`config.mk`:
```
export PLATFORM = sky130hd
export DESIGN_NAME = sonic_eth_10g_tx_frame_arbiter
export DESIGN_NICKNAME = d
export VERILOG_FILES = /design/src/rtl/sonic_eth_10g_pkg.sv /design/src/rtl/sonic_eth_10g_st_pipe_stage.sv /design/src/rtl/sonic_eth_10g_tx_frame_arbiter.sv
export SDC_FILE = /design/constraint.sdc
export NUM_CORES = 1
export LEC_CHECK = 0
export ABC_CLOCK_PERIOD_IN_PS = 3850
export BUFFER_PORTS_ARGS = -buffer_cell sky130_fd_sc_hd__buf_2
export CELL_PAD_IN_SITES_DETAIL_PLACEMENT = 0
export CELL_PAD_IN_SITES_GLOBAL_PLACEMENT = 1
export CORE_UTILIZATION = 38
export DETAILED_ROUTE_END_ITERATION = 8
export GPL_TIMING_DRIVEN = 0
export PLACE_DENSITY = 0.85
export SYNTH_ARGS = -nofsm -noshare
export SYNTH_HDL_FRONTEND = slang
export SYNTH_SLANG_ARGS = --single-unit
```
`constraint.sdc`:
```
create_clock -name clk -period 3.85 [get_ports clk]
set_input_delay 0 -clock clk [delete_from_list [all_inputs] [get_ports clk]]
set_output_delay 0 -clock clk [all_outputs]
set_load 0.02 [all_outputs]
```
`src/rtl/sonic_eth_10g_pkg.sv`:
```
// rtl/sonic_eth_10g_pkg.sv - shared types and widths for the 10G MAC TX frame path
package sonic_eth_10g_pkg;

    localparam int DATA_W  = 64;
    localparam int ERROR_W = 3;
    localparam int EMPTY_W = 3;

    typedef enum logic [1:0] {
        IDLE = 2'd0,
        OWN0 = 2'd1,
        OWN1 = 2'd2
    } arb_state_t;

    // Field order mirrors the MAC TX payload: {data, error, sop, eop, empty}.
    typedef struct packed {
        logic [DATA_W-1:0]  data;
        logic [ERROR_W-1:0] error;
        logic               sop;
        logic               eop;
        logic [EMPTY_W-1:0] empty;
    } st_beat_t;

    localparam int BEAT_W = $bits(st_beat_t);

    function automatic logic [1:0] state_to_owner(input arb_state_t s);
        case (s)
            OWN0:    return 2'b01;
            OWN1:    return 2'b10;
            default: return 2'b00;
        endcase
    endfunction

endpackage

```
`src/rtl/sonic_eth_10g_st_pipe_stage.sv`:
```
// rtl/sonic_eth_10g_st_pipe_stage.sv - one-entry registered Avalon-ST beat stage
module sonic_eth_10g_st_pipe_stage
    import sonic_eth_10g_pkg::*;
(
    input  logic     clk,
    input  logic     reset_n,
    input  logic     i_s_valid,
    output logic     o_s_ready,
    input  st_beat_t i_s_beat,
    output logic     o_m_valid,
    input  logic     i_m_ready,
    output st_beat_t o_m_beat
);

    logic     r_valid;
    st_beat_t r_beat;
    logic     w_load;

    // Ready does not depend on i_s_valid, so upstream may wait on it safely.
    assign o_s_ready = ~r_valid | i_m_ready;
    assign w_load    = i_s_valid & o_s_ready;

    always_ff @(posedge clk or negedge reset_n) begin
        if (!reset_n) begin
            r_valid <= 1'b0;
            r_beat  <= '0;
        end else if (w_load) begin
            r_valid <= 1'b1;
            r_beat  <= i_s_beat;
        end else if (i_m_ready) begin
            r_valid <= 1'b0;
        end
    end

    assign o_m_valid = r_valid;
    assign o_m_beat  = r_beat;

endmodule

```
`src/rtl/sonic_eth_10g_tx_frame_arbiter.sv`:
```
// rtl/sonic_eth_10g_tx_frame_arbiter.sv - packet-level round-robin arbiter for two MAC TX sources
module sonic_eth_10g_tx_frame_arbiter #(
    parameter int DATA_W  = sonic_eth_10g_pkg::DATA_W,
    parameter int ERROR_W = sonic_eth_10g_pkg::ERROR_W,
    parameter int EMPTY_W = sonic_eth_10g_pkg::EMPTY_W,
    parameter int CNT_W   = 16
) (
    input  logic               clk,
    input  logic               reset_n,
    input  logic               in0_valid,
    output logic               in0_ready,
    input  logic [DATA_W-1:0]  in0_data,
    input  logic [ERROR_W-1:0] in0_error,
    input  logic               in0_startofpacket,
    input  logic               in0_endofpacket,
    input  logic [EMPTY_W-1:0] in0_empty,
    input  logic               in1_valid,
    output logic               in1_ready,
    input  logic [DATA_W-1:0]  in1_data,
    input  logic [ERROR_W-1:0] in1_error,
    input  logic               in1_startofpacket,
    input  logic               in1_endofpacket,
    input  logic [EMPTY_W-1:0] in1_empty,
    output logic               out_valid,
    input  logic               out_ready,
    output logic [DATA_W-1:0]  out_data,
    output logic [ERROR_W-1:0] out_error,
    output logic               out_startofpacket,
    output logic               out_endofpacket,
    output logic [EMPTY_W-1:0] out_empty,
    output logic [CNT_W-1:0]   pkt_cnt0,
    output logic [CNT_W-1:0]   pkt_cnt1,
    output logic [CNT_W-1:0]   drop_cnt,
    output logic [1:0]         owner
);

    import sonic_eth_10g_pkg::*;

    arb_state_t       r_state;
    arb_state_t       w_state_nxt;
    logic             r_last_grant;
    logic             w_last_grant_nxt;
    logic [CNT_W-1:0] r_pkt_cnt0;
    logic [CNT_W-1:0] r_pkt_cnt1;
    logic [CNT_W-1:0] r_drop_cnt;

    st_beat_t         w_beat0;
    st_beat_t         w_beat1;
    st_beat_t         w_s_beat;
    st_beat_t         w_out_beat;
    logic             w_s_valid;
    logic             w_s_ready;
    logic             w_req0;
    logic             w_req1;
    logic             w_drop0;
    logic             w_drop1;
    logic [1:0]       w_drop_inc;
    logic             w_pkt_inc0;
    logic             w_pkt_inc1;
    logic [CNT_W:0]   w_drop_sum;

    always_comb begin
        w_beat0       = '0;
        w_beat0.data  = in0_data;
        w_beat0.error = in0_error;
        w_beat0.sop   = in0_startofpacket;
        w_beat0.eop   = in0_endofpacket;
        w_beat0.empty = in0_empty;
        w_beat1       = '0;
        w_beat1.data  = in1_data;
        w_beat1.error = in1_error;
        w_beat1.sop   = in1_startofpacket;
        w_beat1.eop   = in1_endofpacket;
        w_beat1.empty = in1_empty;
    end

    assign w_req0  = in0_valid &  in0_startofpacket;
    assign w_req1  = in1_valid &  in1_startofpacket;
    assign w_drop0 = in0_valid & ~in0_startofpacket;
    assign w_drop1 = in1_valid & ~in1_startofpacket;

    always_ff @(posedge clk or negedge reset_n) begin
        if (!reset_n) begin
            r_state      <= IDLE;
            r_last_grant <= 1'b1;
        end else begin
            r_state      <= w_state_nxt;
            r_last_grant <= w_last_grant_nxt;
        end
    end

    always_comb begin
        w_state_nxt      = r_state;
        w_last_grant_nxt = r_last_grant;
        in0_ready        = 1'b0;
        in1_ready        = 1'b0;
        w_s_valid        = 1'b0;
        w_s_beat         = w_beat0;
        w_drop_inc       = 2'd0;
        w_pkt_inc0       = 1'b0;
        w_pkt_inc1       = 1'b0;
        case (r_state)
            IDLE: begin
                // Stray beats are swallowed here; SOP beats wait for the grant cycle.
                in0_ready  = w_drop0;
                in1_ready  = w_drop1;
                w_drop_inc = {1'b0, w_drop0} + {1'b0, w_drop1};
                if (w_req0 && w_req1) begin
                    if (r_last_grant) begin
                        w_state_nxt      = OWN0;
                        w_last_grant_nxt = 1'b0;
                    end else begin
                        w_state_nxt      = OWN1;
                        w_last_grant_nxt = 1'b1;
                    end
                end else if (w_req0) begin
                    w_state_nxt = OWN0;
                end else if (w_req1) begin
                    w_state_nxt = OWN1;
                end
            end
            OWN0: begin
                in0_ready = w_s_ready;
                w_s_valid = in0_valid;
                w_s_beat  = w_beat0;
                if (in0_valid && w_s_ready && in0_endofpacket) begin
                    w_pkt_inc0  = 1'b1;
                    w_state_nxt = IDLE;
                end
            end
            OWN1: begin
                in1_ready = w_s_ready;
                w_s_valid = in1_valid;
                w_s_beat  = w_beat1;
                if (in1_valid && w_s_ready && in1_endofpacket) begin
                    w_pkt_inc1  = 1'b1;
                    w_state_nxt = IDLE;
                end
            end
            default: w_state_nxt = IDLE;
        endcase
    end

    assign w_drop_sum = {1'b0, r_drop_cnt} + {{(CNT_W-1){1'b0}}, w_drop_inc};

    always_ff @(posedge clk or negedge reset_n) begin
        if (!reset_n) begin
            r_pkt_cnt0 <= '0;
            r_pkt_cnt1 <= '0;
            r_drop_cnt <= '0;
        end else begin
            if (w_pkt_inc0) r_pkt_cnt0 <= r_pkt_cnt0 + 1'b1;
            if (w_pkt_inc1) r_pkt_cnt1 <= r_pkt_cnt1 + 1'b1;
            r_drop_cnt <= w_drop_sum[CNT_W] ? {CNT_W{1'b1}} : w_drop_sum[CNT_W-1:0];
        end
    end

    sonic_eth_10g_st_pipe_stage u_out_stage (
        .clk       (clk),
        .reset_n   (reset_n),
        .i_s_valid (w_s_valid),
        .o_s_ready (w_s_ready),
        .i_s_beat  (w_s_beat),
        .o_m_valid (out_valid),
        .i_m_ready (out_ready),
        .o_m_beat  (w_out_beat)
    );

    assign out_data          = w_out_beat.data;
    assign out_error         = w_out_beat.error;
    assign out_startofpacket = w_out_beat.sop;
    assign out_endofpacket   = w_out_beat.eop;
    assign out_empty         = w_out_beat.empty;
    assign pkt_cnt0          = r_pkt_cnt0;
    assign pkt_cnt1          = r_pkt_cnt1;
    assign drop_cnt          = r_drop_cnt;
    assign owner             = state_to_owner(r_state);

endmodule

```
==> metrics.yaml <==
h-tree-depth: 4
ys_top_cells_by_area: "dfrtp_1 52%, mux2i_1 13%, nand2_1 6.3%"
area.sequential_um2: 3100
finalHoldViolCount: 0
clock_path_buffers: 2
finalSetupTns_ns: 0
drv_cap: 0
place_congestion: 0.743
switching_share_pct: 38.2
routed_wl_mm: 19.0
cts_setup_buffers: 0
end_kind: "register"
synth_common_cells: "123 x dfrtp_1, 100 x nand2_1, 75 x mux2i_1"
p_leak_nw: 5.03
viasPerCell: 4.78
grt_max_degree: 69
ys_types: 44
fin_skew_ns: 0.00705
seq_area_frac_synth_pct: 52.0
dp_hpwl_mm: 12.2
final_util_pct: 64.0
numPortBuffers: 273
synth_top_area_cell: "dfrtp_1"
dpl-instance-area_um2: 7640
critPathLaunchType: "register"
via_count: 5838
maxSlewViolCount: 0
synth_area_um2: 5970
syn-num-nets: 714
row_count: 45
cts_buffers: 17
pin_count: 274
cts_tree: "done"
final_cell_area_um2: 9770
yosysMostFrequentCell: "dfrtp_1"
criticalPathCategory: "register to register"
internal_power_mw: 4.33
ys_seq_elements: 124
dr.max_layer_used: "met4"
critical_path_peak_fanout: 7
cts_hold_buf: 149
worstPathRequired_ns: 4.14
fp.dieW_um: 127
path_clk_slew_ns: 0.06
die_area_um2: 16200
first_global_vias: 5877
tightestPinTransition_ns: 0.693
area_delta_synth_final_pct: 63.5
p_comb_share_pct: 46.6
final_cells: 1222
cts_resized: 0
dp_cells: 1041
hold_start: "in1_valid"
final.min_clock_period_ns: 2.58
crit_start: "r_state[0]$_DFFE_PN0P_"
p_total_mw: 7.01
setup_viol: 0
synth_edf_count: 0
synth_warnings: 0
n_fill_cell: 1246
synth_top_area_share_pct: 51.5
holdCritPathClass: "input port to register"
avgSynthCellArea_um2: 10.7
antenna_found_initial: 0
clock_sinks: 124
fin_crit_sh_pct: 66.9
drtIter0Drc: 219
timing.slew.headroom_pct: 53.8
drtPass1Iterations: 4
multi_input_area_um2: 2650
dr_wl_met2_mm: 9.41
wl_per_cell_um: 15.5
timing.rr.start: "r_state[0]$_DFFE_PN0P_"
grt.total_usage_pct: 23.7
nNetsFinal: 1156
initial_core_util_pct: 39.2
fp.coreArea_um2: 15300
switchingPower_mw: 2.68
fmax_ghz: 0.388
synthArstFlopShare_pct: 100
met3_wirelength_mm: 1.12
synth_cells: 556
clk_latency_ns: 0.41
critical_path_arrival_ns: 2.86
die_height_um: 127
ant_nets: 0
num_antenna_cells: 0
ys.flop_type: "dfrtp_1"
outcome: "finished, final reports clean"
power_density_nw_per_um2: 717
met1_length_mm: 7.95
cts_root_buf: "clkbuf_16"
p_clk_share_pct: 24.9
max-vdd-ir-drop_v: 0.000447
grt_overflow: 0
seqPwrFrac_pct: 28.5
drc: 0
grt_first_pass_wirelength_mm: 29.9
drive_above_1_share_pct: 33.3
rsz0062_at_grt: "no"
cell usage in the layout (no fill, tap or decap), drive strengths merged, types with 2 or more instances in the layout:
cell type / Yosys / routed
xor2: 9 / 9
nor2: 8 / 8
bufinv: 0 / 5
nand3: 17 / 17
buf: 18 / 292
a31oi: 3 / 3
and2: 3 / 3
o21ai: 76 / 76
nor2b: 4 / 4
and3: 6 / 6
clkinv: 0 / 5
a21oi: 2 / 2
nor3: 8 / 8
xnor2: 31 / 31
a22o: 3 / 3
a41oi: 2 / 2
and4: 4 / 4
clkbuf: 10 / 30
nor4: 5 / 5
ha: 8 / 8
mux2i: 75 / 75
nand4: 14 / 14
nand2b: 2 / 2
dlygate4sd3: 0 / 149
clkinvlp: 0 / 2
inv: 13 / 13
nand2: 100 / 100
dfrtp: 123 / 123
and2b: 2 / 2
mux2: 2 / 2
final timing paths:
| path | to | slack, ns | depth (start not counted) |
|---|---|---|---|
| setup / recovery | drop_cnt[8]$_DFF_PN0_ | 1.27 | 10 |
| hold / removal | pkt_cnt1[0]$_DFFE_PN0P_ | 0.02 | 3 |
| setup reg to reg | drop_cnt[8]$_DFF_PN0_ | 1.27 | 10 |
| hold reg to reg | pkt_cnt0[15]$_DFFE_PN0P_ | 0.47 | 1 |
| max in group asynchronous | r_last_grant$_DFFE_PN1P_ | 2.96 | 3 |
| min in group asynchronous | pkt_cnt0[12]$_DFFE_PN0P_ | 0.12 | 2 |
cell type report:
class,instances,area share [%]
flip-flops and latches,124,31.8
inverters,13,0.499
repair buffers,423,29.6
plain buffers,28,1.79
multi-input cells,391,27.1
clock inverters,12,1.98
clock buffers,20,4.57
well taps,211,2.70
critical path: stages, from the launching register on:
cell and delay, ns:
dfrtp_1 0.37, inv_1 0.11, ha_1 0.31, and2_1 0.17
ha_1 0.15, inv_1 0.05, fa_1 0.51, and4b_1 0.36
and4_1 0.22, xnor2_1 0.12, nand2_1 0.08
metrics by stage:
step                      hold slack [ns]  worst slack (ns)
after detailed placement          0.00159              1.31
after CTS                         0.00210              1.27
final                              0.0169              1.27
after floorplan                    -0.296              1.54
after global routing               0.0350              1.08
after global placement              0.287              1.12
flip-flops by register name (all words and copies together) (netlist names):
signal                 flops
r_state                    2
pkt_cnt1                  16
r_last_grant               1
u_out_stage.o_m_beat      72
pkt_cnt0                  16
drop_cnt                  16
u_out_stage.o_m_valid      1
power groups by stage:
stage                     Sequential (mW)  Clock, mW  Combinational (mW)
final                                2.00       1.74                3.27
after global routing                 2.06       1.83                3.55
after CTS                            2.00       1.77                3.26
after detailed placement             2.01          0                2.80
after global placement               2.00          0                2.77
after floorplan                      2.51          0                1.33
layer usage:
metal | GRT usage [%] | vias up
met5 | 0 | -
met4 | 9.17 | 0
met3 | 6.91 | 43
met2 | 40.6 | 201
met1 | 28.1 | 2785
li1 | - | 2809
cells by family (layout without fill, tap and decap cells):
group	count (synthesis)	after routing	share of synthesized area, %
muxes	77	77	12.9
DFF	124	124	52.0
adders and majority gates	9	9	2.01
xor gates and xnor gates	40	40	5.86
buffers and inverters	41	496	3.75
and+or+nand+nor	178	178	15.8
AOI/OAI and AO/OA	87	87	7.71
Note: power is estimated with default switching activity, not from simulation.
